$ cat src/rtl/debug_loader_if.sv
// Byte-stream loader bus: UART-side receive strobe and pipeline status in,
// instruction memory write port and run-control status out.
`timescale 1ns/1ps
interface debug_loader_if;
    localparam int unsigned BYTE_W = 8;
    localparam int unsigned WORD_W = 32;

    logic [BYTE_W-1:0] i_rx_data;
    logic              i_rx_valid;
    logic              i_program_end;
    logic              o_write_instruction_mem;
    logic [WORD_W-1:0] o_instruction_mem_addr;
    logic [WORD_W-1:0] o_instruction_mem_data;
    logic              o_halt;
    logic              o_loaded;
    logic              o_error;

    modport master (
        output i_rx_data, i_rx_valid, i_program_end,
        input  o_write_instruction_mem, o_instruction_mem_addr, o_instruction_mem_data,
        input  o_halt, o_loaded, o_error
    );

    modport slave (
        input  i_rx_data, i_rx_valid, i_program_end,
        output o_write_instruction_mem, o_instruction_mem_addr, o_instruction_mem_data,
        output o_halt, o_loaded, o_error
    );
endinterface

$ cat src/rtl/debug_loader.sv
// Debug loader: assembles received bytes into little-endian instruction words,
// writes them to instruction memory, and gates the pipeline (run / single-step).
`timescale 1ns/1ps
module debug_loader #(
    parameter int unsigned MEM_WORDS = 256,
    parameter logic [31:0] HALT_WORD = 32'hFFFF_FFFF
) (
    input  logic         i_clk,
    input  logic         i_reset,
    debug_loader_if.slave bus
);
    localparam int unsigned AW     = (MEM_WORDS > 1) ? $clog2(MEM_WORDS) : 1;
    localparam int unsigned WORD_W = 32;

    localparam logic [7:0] CMD_LOAD = 8'h4C;
    localparam logic [7:0] CMD_RUN  = 8'h52;
    localparam logic [7:0] CMD_STEP = 8'h53;
    localparam logic [7:0] CMD_HALT = 8'h48;

    localparam logic [AW-1:0] LAST_IDX = AW'(MEM_WORDS - 1);

    typedef enum logic [1:0] {
        ST_IDLE = 2'd0,
        ST_LOAD = 2'd1,
        ST_RUN  = 2'd2,
        ST_STEP = 2'd3
    } state_e;

    state_e              state_q, state_d;
    logic [1:0]          cnt_q, cnt_d;
    logic [23:0]         shift_q, shift_d;
    logic [AW-1:0]       widx_q, widx_d;
    logic                wr_q, wr_d;
    logic [WORD_W-1:0]   addr_q, addr_d;
    logic [WORD_W-1:0]   data_q, data_d;
    logic                loaded_q, loaded_d;
    logic                error_q, error_d;
    logic                halt_q, halt_d;
    logic [WORD_W-1:0]   word_c;

    // State and output registers
    always_ff @(posedge i_clk) begin
        if (!i_reset) begin
            state_q  <= ST_IDLE;
            cnt_q    <= 2'd0;
            shift_q  <= 24'd0;
            widx_q   <= '0;
            wr_q     <= 1'b0;
            addr_q   <= '0;
            data_q   <= '0;
            loaded_q <= 1'b0;
            error_q  <= 1'b0;
            halt_q   <= 1'b1;
        end else begin
            state_q  <= state_d;
            cnt_q    <= cnt_d;
            shift_q  <= shift_d;
            widx_q   <= widx_d;
            wr_q     <= wr_d;
            addr_q   <= addr_d;
            data_q   <= data_d;
            loaded_q <= loaded_d;
            error_q  <= error_d;
            halt_q   <= halt_d;
        end
    end

    // Next-state and next-output logic
    always_comb begin
        state_d  = state_q;
        cnt_d    = cnt_q;
        shift_d  = shift_q;
        widx_d   = widx_q;
        wr_d     = 1'b0;
        addr_d   = addr_q;
        data_d   = data_q;
        loaded_d = loaded_q;
        error_d  = error_q;
        word_c   = {bus.i_rx_data, shift_q};

        unique case (state_q)
            ST_IDLE: begin
                if (bus.i_rx_valid) begin
                    if (bus.i_rx_data == CMD_LOAD) begin
                        state_d  = ST_LOAD;
                        loaded_d = 1'b0;
                        error_d  = 1'b0;
                        widx_d   = '0;
                        cnt_d    = 2'd0;
                    end else if (loaded_q && bus.i_rx_data == CMD_RUN) begin
                        state_d = ST_RUN;
                    end else if (loaded_q && bus.i_rx_data == CMD_STEP) begin
                        state_d = ST_STEP;
                    end
                end
            end
            ST_LOAD: begin
                if (bus.i_rx_valid) begin
                    if (cnt_q == 2'd3) begin
                        // Fourth byte completes the word; the write strobe follows next cycle
                        cnt_d  = 2'd0;
                        wr_d   = 1'b1;
                        addr_d = WORD_W'(widx_q) << 2;
                        data_d = word_c;
                        if (word_c == HALT_WORD) begin
                            loaded_d = 1'b1;
                            state_d  = ST_IDLE;
                        end else if (widx_q == LAST_IDX) begin
                            error_d = 1'b1;
                            state_d = ST_IDLE;
                        end else begin
                            widx_d = widx_q + AW'(1);
                        end
                    end else begin
                        cnt_d = cnt_q + 2'd1;
                        unique case (cnt_q)
                            2'd0:    shift_d[7:0]   = bus.i_rx_data;
                            2'd1:    shift_d[15:8]  = bus.i_rx_data;
                            default: shift_d[23:16] = bus.i_rx_data;
                        endcase
                    end
                end
            end
            ST_RUN: begin
                if (bus.i_program_end || (bus.i_rx_valid && bus.i_rx_data == CMD_HALT)) begin
                    state_d = ST_IDLE;
                end
            end
            default: begin
                state_d = ST_IDLE;
            end
        endcase

        halt_d = (state_d == ST_IDLE) || (state_d == ST_LOAD);
    end

    assign bus.o_write_instruction_mem = wr_q;
    assign bus.o_instruction_mem_addr  = addr_q;
    assign bus.o_instruction_mem_data  = data_q;
    assign bus.o_halt                  = halt_q;
    assign bus.o_loaded                = loaded_q;
    assign bus.o_error                 = error_q;

endmodule

$ cat src/flat_wrapper.sv
// flat-port wrapper written by rule: the top's interface ports become plain ports
module debug_loader_flat 
#(
    parameter int unsigned MEM_WORDS = 256,
    parameter logic [31:0] HALT_WORD = 32'hFFFF_FFFF
)
  (i_clk, i_reset, bus_i_rx_data, bus_i_rx_valid, bus_i_program_end, bus_o_write_instruction_mem, bus_o_instruction_mem_addr, bus_o_instruction_mem_data, bus_o_halt, bus_o_loaded, bus_o_error);
  debug_loader_if bus_i ();
  input  logic i_clk;
  input  logic i_reset;
  input wire logic [$bits(bus_i.i_rx_data)-1:0] bus_i_rx_data;
  input wire logic [$bits(bus_i.i_rx_valid)-1:0] bus_i_rx_valid;
  input wire logic [$bits(bus_i.i_program_end)-1:0] bus_i_program_end;
  output wire logic [$bits(bus_i.o_write_instruction_mem)-1:0] bus_o_write_instruction_mem;
  output wire logic [$bits(bus_i.o_instruction_mem_addr)-1:0] bus_o_instruction_mem_addr;
  output wire logic [$bits(bus_i.o_instruction_mem_data)-1:0] bus_o_instruction_mem_data;
  output wire logic [$bits(bus_i.o_halt)-1:0] bus_o_halt;
  output wire logic [$bits(bus_i.o_loaded)-1:0] bus_o_loaded;
  output wire logic [$bits(bus_i.o_error)-1:0] bus_o_error;
  assign bus_i.i_rx_data = bus_i_rx_data;
  assign bus_i.i_rx_valid = bus_i_rx_valid;
  assign bus_i.i_program_end = bus_i_program_end;
  assign bus_o_write_instruction_mem = bus_i.o_write_instruction_mem;
  assign bus_o_instruction_mem_addr = bus_i.o_instruction_mem_addr;
  assign bus_o_instruction_mem_data = bus_i.o_instruction_mem_data;
  assign bus_o_halt = bus_i.o_halt;
  assign bus_o_loaded = bus_i.o_loaded;
  assign bus_o_error = bus_i.o_error;
  debug_loader #(.MEM_WORDS(MEM_WORDS), .HALT_WORD(HALT_WORD)) u_core (.i_clk(i_clk), .i_reset(i_reset), .bus(bus_i));
endmodule
$ cat config.mk
export PLATFORM = sky130hd
export DESIGN_NAME = debug_loader_flat
export DESIGN_NICKNAME = d
export VERILOG_FILES = /design/src/rtl/debug_loader_if.sv /design/src/rtl/debug_loader.sv /design/src/flat_wrapper.sv
export SDC_FILE = /design/constraint.sdc
export NUM_CORES = 1
export LEC_CHECK = 0
export CAP_MARGIN = 0
export CORE_MARGIN = 5
export CORE_UTILIZATION = 30
export CTS_CLUSTER_SIZE = 12
export DETAILED_ROUTE_END_ITERATION = 7
export PLACE_DENSITY = 0.55
export REMOVE_ABC_BUFFERS = 1
export SYNTH_ARGS = -nofsm -noshare
export SYNTH_HDL_FRONTEND = slang
export SYNTH_SLANG_ARGS = --single-unit
$ cat constraint.sdc
create_clock -name i_clk -period 1.7 [get_ports i_clk]
set_input_delay 0.17 -clock i_clk [delete_from_list [all_inputs] [get_ports i_clk]]
set_output_delay 0.17 -clock i_clk [all_outputs]
set_load 0.02 [all_outputs]
* Word level (Yosys, flattened, before mapping)
Index checks and enable logic that the tools add are counted.
** Operators by class
- Add/subtract/negate cells :: 2
- Mux-type cells :: 34
- Order comparisons :: 0
- $mul :: 0
- Reductions and logical operators :: 19
- Equal/unequal tests :: 19
- Bitwise logic cells :: 2
- Divide/modulo/power cells :: 0
- Shift operators :: 0
** Operators by type and width (number)
- $mux W8 :: 6
- $eq A32 B32 Y1 const B :: 1
- $eq A8 B7 Y1 const B :: 4
- $mux W2 :: 13
- $pmux W8 S2 :: 1
- $reduce_and A4 Y1 :: 4
- $reduce_and A7 Y1 :: 2
- $mux W1 :: 10
- $add A8 B1 Y8 const B :: 1
- $eq A8 B8 Y1 const B :: 1
- $ne A2 B1 Y1 const B :: 4
- $ne A2 B2 Y1 const B :: 4
- $eq A2 B1 Y1 const B :: 3
- $logic_not A2 Y1 :: 3
- $pmux W2 S3 :: 1
- $reduce_and A3 Y1 :: 2
- $reduce_and A6 Y1 :: 1
- $eq A2 B2 Y1 const B :: 2
- $pmux W1 S2 :: 2
- $pmux W2 S2 :: 1
- $logic_and A1 B1 Y1 :: 3
- $add A2 B1 Y2 const B :: 1
- $logic_or A1 B1 Y1 :: 2
- $not A1 Y1 :: 2
- other kinds (2) :: 2
** Storage, ports and cells
- Memories :: 0
- Word-level logic and storage cells :: 88
- Bits in latches :: 0
- Bits in read-only memories :: 0
- Bits in registers :: 80
- Output and inout bits :: 68
- Bits in writable memories :: 0

* Logic depth before layout (Yosys ltp)
- Depth after elaboration :: 9
- Gate-level depth with buffers :: 8

* Worst setup path after synthesis
Ideal clock, no wire load.
- Path type :: register to register
- Start :: reg u_core.state_q[0]
- End :: reg u_core.widx_q[3]
- Buffers on the path :: 1
- Slack :: 52 ps
- Cell stages (with the launch flop) :: 7
- Period minus slack after synthesis :: 1648 ps
- Arrival :: 1578 ps
- Cell sequence :: dfxtp_1 and2b_2 and3_1 buf_2 o2bb2ai_2 or4_1 a21oi_1
** On the way
- Longest elaborated chain between the ends :: 3
- Elaborated cells on any way between the ends :: 11
** Ends and longest elaborated chain
- start, declared :: RTL line debug_loader.sv:29 : state_e state_q, state_d;
- start signal, assigned :: RTL line debug_loader.sv:55 : state_q <= state_d;
- $eq A2 B1 Y1 or $logic_not A2 Y1 (tied branches) :: RTL line debug_loader.sv:81 : unique case (state_q)
- $ne A2 B1 Y1 (no source line), or another cell as far along
- $reduce_and A7 Y1 (no source line)
- end signal, assigned :: RTL line debug_loader.sv:58 : widx_q <= widx_d;
- end, declared :: RTL line debug_loader.sv:32 : logic [AW-1:0] widx_q, widx_d;
Parallel ways exist; a longest one is shown, timed or not.
A chain may end at the register's enable or synchronous reset.

* Worst setup path in the final report
- Start :: reg u_core.state_q[1]
- End :: reg u_core.widx_q[3]
Same word-level chain as after synthesis.

==> reports/metrics.yaml <==
pre_cts_ws_ps: -510
yosys-top-cells-area: "dfxtp_1, nand2_1, a21oi_1, buf_4, nand3_1"
power.internal_mw: 3.11
first_pass_iters: 4
globalplace.congestion: 0.831
clk_latency_ps: 340
clk_path_buf_depth: 2
max-cap-violations: 0
core-area_mm2: 0.0113
seq_power_share_pct: 46.9
grt_pass1_wl_um: 14800
rsz0062_at_grt: "true"
reg2reg_depth: 6
synth_top_area_share_pct: 46.8
ir_drop_v: 0.000423
drive_above_1_share_pct: 18.1
stdcell_count: 669
drt_iter0_markers: 225
ctsRootBufferMaster: "clkbuf_16"
worstPathRequired_ps: 1960
placementRows: 39
grt_pass1_vias: 3044
yosysTopAreaCell: "dfxtp_1"
end_kind: "flop"
start_kind: "flop"
placed_cells: 650
fp.dieH_um: 117
numCtsBuffers: 9
ant_nets: 0
tritoncts: "yes"
nets: 538
clk_pin_slew_worst_paths_ps: 60
worst-path-max-fanout: 6
num_antenna_cells: 0
syn_area_mm2: 0.00342
power_density_mw_per_mm2: 843
ys_types: 38
ys_warn_count: 0
fin_crit_ps: 1730
status: "finished with violations"
sw_frac_of_total_pct: 22.9
clock_sinks: 80
p_comb_share_pct: 6.2
finalCritPeriodShare_pct: 102
leakagePower_nw: 1.71
vias: 3134
skew_ps: 7.27
synth_seq_area_share_pct: 46.8
num_io_pins: 80
via_per_inst: 4.68
hold_viol_final: 0
holdPathStages: 3
drc: 0
max_freq_mhz: 579
final_max_slew_viol_count: 0
portBuffers: 55
p_total_mw: 4.03
syn_inst: 428
finalHoldWorstSlack_ps: 324
power.switching_mw: 0.923
htreeDepth: 3
arrival_ps: 1990
wl_per_cell_um: 13.7
criticalPathCategory: "reg2reg"
syn_area_per_cell_um2: 8.00
min_path_type: "in2reg"
start_util_pct: 30.2
cts_hold_buf: 0
dpl.hpwl_um: 6480
antenna_found_initial: 0
ys_ff_latch: 80
overflow: 0
setup_tns_ps: -79.6
finalWirelength_um: 9150
track_usage_pct: 13.7
dieWidth_um: 117
die-area_mm2: 0.0136
syn_to_final_growth_pct: 39.7
worst_slack_ps: -28.1
p_clk_share_pct: 46.9
grt_max_degree: 59
setup_viol: 5
violations: "negative setup slack"
==> power groups by stage <==
stage,Sequential [mW],Combinational (mW),Clock (mW)
4_1_cts,1.89,0.245,1.93
3_3_place_gp,1.93,0.244,0
3_5_place_dp,1.93,0.245,0
5_1_grt,1.89,0.272,2.03
6_report,1.89,0.250,1.89
2_1_floorplan,1.93,0.109,0
==> worst max-delay path, cell delays in order, from the launching register on <==
cell and delay [ps]:
dfxtp_2 330, buf_6 110, nor3b_4 210, and4_4 290
o2bb2ai_4 110, or4_4 490, a21oi_2 130
==> logic make-up (layout without fill, tap and decap cells) <==
| kind of cell | Yosys count | count (layout) | synth area share (%) |
|---|---|---|---|
| AOI/OAI and AO/OA | 91 | 92 | 14.4 |
| and+or+nand+nor | 191 | 191 | 26.7 |
| DFF | 80 | 80 | 46.8 |
| buffers and inverters | 60 | 134 | 10.2 |
| adders and majority gates | 5 | 5 | 1.83 |
| other | 1 | 24 | 0.110 |
==> through the flow <==
step | cell area, um2 | utilization [%]
2_1_floorplan | 3180 | -
3_3_place_gp | 4350 | 38.4
3_5_place_dp | 4350 | 38.4
4_1_cts | 4670 | 41.3
5_1_grt | 4780 | 42.2
6_report | 4780 | 42.2
==> final timing paths <==
| path | startpoint | endpoint | slack, ps |
|---|---|---|---|
| min | bus_i_rx_data[7] | u_core.bus.o_instruction_mem_data[31] | 320 |
| max reg2reg | u_core.state_q[1] | u_core.widx_q[3] | -30 |
| min reg2reg | u_core.bus.o_instruction_mem_addr[5] | u_core.bus.o_instruction_mem_addr[5] | 450 |
| max | u_core.state_q[1] | u_core.widx_q[3] | -30 |
==> sequential cells by signal (all words and copies together), names as in the netlist <==
| register | count |
|---|---|
| u_core.state_q | 2 |
| u_core.bus.o_loaded | 1 |
| u_core.bus.o_instruction_mem_data | 32 |
| u_core.shift_q | 24 |
| u_core.bus.o_instruction_mem_addr | 8 |
| u_core.bus.o_halt | 1 |
| u_core.cnt_q | 2 |
| u_core.bus.o_write_instruction_mem | 1 |
| u_core.widx_q | 8 |
| u_core.bus.o_error | 1 |
==> placed cells by master (no fill, tap or decap), types with 4 or more instances in the layout <==
cell type and count:
clkbuf_16 9, nand3_1 24, nand2_1 119, inv_1 5, clkdlybuf4s50_1 49, nor2_1 6
ha_1 5, and3_1 4, dlygate4sd2_1 6, dfxtp_1 78, buf_4 51, nand4_1 9
a21oi_2 4, conb_1 24, a21oi_1 72
==> final cells by class <==
type	instances	area, um2
clock buffers	11	233
well taps	143	179
multi-input cells	312	1670
clock inverters	5	56.3
repair buffers	112	1020
fillers	1163	6540
flip-flops and latches	80	1600
inverters	6	22.5
==> timing repair <==
item                                    CTS  global route
resized for setup                         9            27
buffers inserted                          2             0
cloned                                    0             1
endpoints found under the setup margin    8            50
pin swaps                                 8             7
==> cells in the mapped netlist <==
cell type,n
and2b_2,1
o21a_1,1
a31oi_1,2
a32oi_1,1
nand4_1,9
nor4b_4,1
nand2b_1,2
or3_1,1
o2bb2ai_2,1
and4_4,1
a21oi_1,76
buf_2,5
dfxtp_1,80
a21boi_0,1
buf_6,2
nand3b_1,2
o21ai_0,3
o31ai_1,6
and4_1,2
conb_1,1
nor3b_1,1
clkinv_1,1
clkbuf_1,20
inv_1,5
nor4_1,2
buf_4,27
or2_0,1
nand3_1,24
and3_1,5
nor3_1,2
and4b_1,1
nor3b_2,2
ha_1,5
nor2_1,6
or4_1,6
nand2_1,119
or3b_1,2
nand4b_1,1
==> per-layer routing <==
metal / vias up / track usage [%] / routed length [um]
li1: 1594 / - / -
met3: 19 / 2.83 / 362
met5: - / 0 / 0
met2: 66 / 21.2 / 4170
met4: 0 / 5.50 / 227
met1: 1455 / 18.7 / 4390
No activity file was read; power rests on OpenSTA's default activity.
==> variant: new RTL, same flow settings <==
Reset style: asynchronous (`i_reset`), changed in one clocked block.
--- a/src/rtl/debug_loader.sv
+++ b/src/rtl/debug_loader.sv
@@ -41,3 +41,3 @@
     // State and output registers
-    always_ff @(posedge i_clk) begin
+    always_ff @(posedge i_clk or negedge i_reset) begin
         if (!i_reset) begin
Formal check against the unedited RTL: not equivalent (Yosys sat finds a counterexample within 10 cycles, from zero or initial values and one cycle with i_reset low; the reset may be asserted at any time).
==> variant against the unedited design <==
Final cell count is 11% lower. Design area increased by 0.29%. Worst setup slack better by 0.086 ns. Wire length shrank 9.4%. Critical path type unchanged. Sequential cell count is the same. Via count shrank 15%. Synthesized area grew 3.2%.
Power is not compared: it rests on default switching activity, and its combinational part moved more than twofold at a synthesized area within 25%.
==> variant: results (changes against the unedited design) <==
{| class="wikitable"
! Metric !! Value
|-
| Max incr delay on CP || 0.42 ns (-0.07 ns)
|-
| Critical Path Sink || u_core.shift_q[1]
|-
| Gr usage total || 12.38% (-1.3 points)
|-
| Arrival time at the worst endpoint || 1.86 ns (-0.13 ns)
|-
| Total via count after detailed routing || 2,666 (-15%)
|-
| Library cell contributing the largest single delay on the critical path || dfrtp_1
|-
| Number of library cell types mapped by synthesis || 35 (-7.9%)
|-
| Result of the run || completed
|-
| Post-synthesis adder-cell area fraction || 1.771% (-0.057 points)
|-
| Diode count || 0 (unchanged)
|-
| Total congestion overflow after global routing || 0 (unchanged)
|-
| Clock tree skew after final layout || 0.004517 ns (-0.002753 ns)
|-
| Top delay family on crit path || simple AND/OR/NAND/NOR gates
|-
| Post-detailed-placement cell area || 4422 µm² (+1.6%)
|-
| Tmin final || 1.642 ns (-0.08602 ns)
|-
| Crit path launch || u_core.state_q[0]
|-
| DRC marker count from the first detailed-route iteration || 113 (-50%)
|-
| Largest fanout on the critical path || 5 (-1)
|-
| Proportion of synthesized area in mux cells || 8.431% (+8.4 points)
|-
| Gate count of the mapped netlist || 353 (-18%)
|-
| Pin count of the biggest net entering global routing || 52 (-12%)
|-
| Clock slew seen by the registers of the worst setup and hold paths || 0.06 ns (about the same)
|-
| Async set-or-reset flop fraction in the synthesized netlist || 100.0% (+100 points)
|-
| Compound-gate portion of the synthesized area || 3.117% (-11 points)
|-
| HP Class || in -> async
|-
| Smallest hold slack || 0.3171 ns (-0.006665 ns)
|-
| Final core occ || 41.82% (-0.42 points)
|-
| Cell types occupying the most area after synthesis || dfrtp_1 (56%), nand2_1 (14%), mux2_2 (7.0%), buf_4 (5.1%), ha_1 (1.8%)
|-
| Share of cells above drive strength 1 || 18.72% (+0.66 points)
|-
| Sequential fraction of the synthesis area || 56.71% (+9.9 points)
|-
| Count of fill cells added during filler insertion || 1,108 (-4.7%)
|-
| Nets || 467 (-13%)
|-
| Routability-driven placement congestion ratio || 0.8018 (-3.5%)
|-
| Average wire length per cell after detail routing || 13.88 µm (+1.5%)
|-
| Non-filler instance count after layout || 597 (-11%)
|-
| Post-place setup slack || -0.3350 ns (+0.1750 ns)
|-
| Top cells by instance count after synthesis || nand2_1 (136), dfrtp_1 (79), buf_4 (24), mux2_2 (22), nand4_1 (10)
|}
variant: cell count changes in the layout (fill, tap and decap cells not counted), moves of 5 or more:
cell / before / now
mux2i_1: 0 / 5
buf_4: 51 / 40
dlygate4sd2_1: 6 / 0
dfrtp_1: 0 / 79
clkdlybuf4s50_1: 49 / 54
mux2_2: 0 / 22
nand3_1: 24 / 7
nand2_1: 119 / 136
a21oi_1: 72 / 3
o21ai_0: 1 / 7
dfxtp_1: 78 / 0
variant: what timing repair did:
action / in CTS / in global routing
endpoints found under the setup margin: 3 / 13
endpoints found under the hold margin: 28 / 0
gates resized for setup: 0 / 4
pin swaps: 1 / 0
buffers inserted: 1 / 2
hold buffers: 1 / 0
variant: kinds of logic after synthesis:
group                      count (synthesis)
AOI/OAI and AO/OA                         18
other                                      1
DFF                                       80
buffers and inverters                     38
and+or+nand+nor                          184
muxes                                     27
adders and majority gates                  5
variant: area by class of cell:
cell class	count	area share, %
Timing Repair Buffer	96	18.16
Sequential cell	80	41.77
Clock inverter	3	1.357
Multi-Input combinational cell	258	29.14
Clock buffer	12	5.348
Inverter	5	0.4957
Tap cell	143	3.731
variant: worst register-to-register path: cells and delay by family (launching register included):
family,cells,cell delay [ns]
DFF,1,0.42
buffers and inverters,1,0.18
muxes,1,0.27
and+or+nand+nor,3,0.65
variant: worst min-delay path by stage:
stage / from / endpoint
2_1_floorplan: i_reset / u_core.bus.o_error
3_3_place_gp: i_reset / u_core.bus.o_instruction_mem_data[22]
3_5_place_dp: i_reset / u_core.bus.o_instruction_mem_data[22]
4_1_cts: i_reset / u_core.bus.o_instruction_mem_addr[5]
5_1_grt: i_reset / u_core.bus.o_instruction_mem_data[15]
6_report: i_reset / u_core.bus.o_instruction_mem_addr[5]
variant: layer usage:
layer | track usage [%] | part of all wire, % | routed length [µm] | up-vias
li1 | - | - | - | 1325
met5 | 0 | 0 | 0 | -
met4 | 3.189 | 1.2 | 97 | 0
met2 | 18.67 | 44 | 3678 | 72
met3 | 5.205 | 6.4 | 532 | 7
met1 | 16.52 | 48 | 3981 | 1262
variant: report_power, final:
part,internal (mW),switching (mW)
registers,2.15,0.193
clock network,1.36,0.724
logic,0.328,0.317
total,3.83,1.23
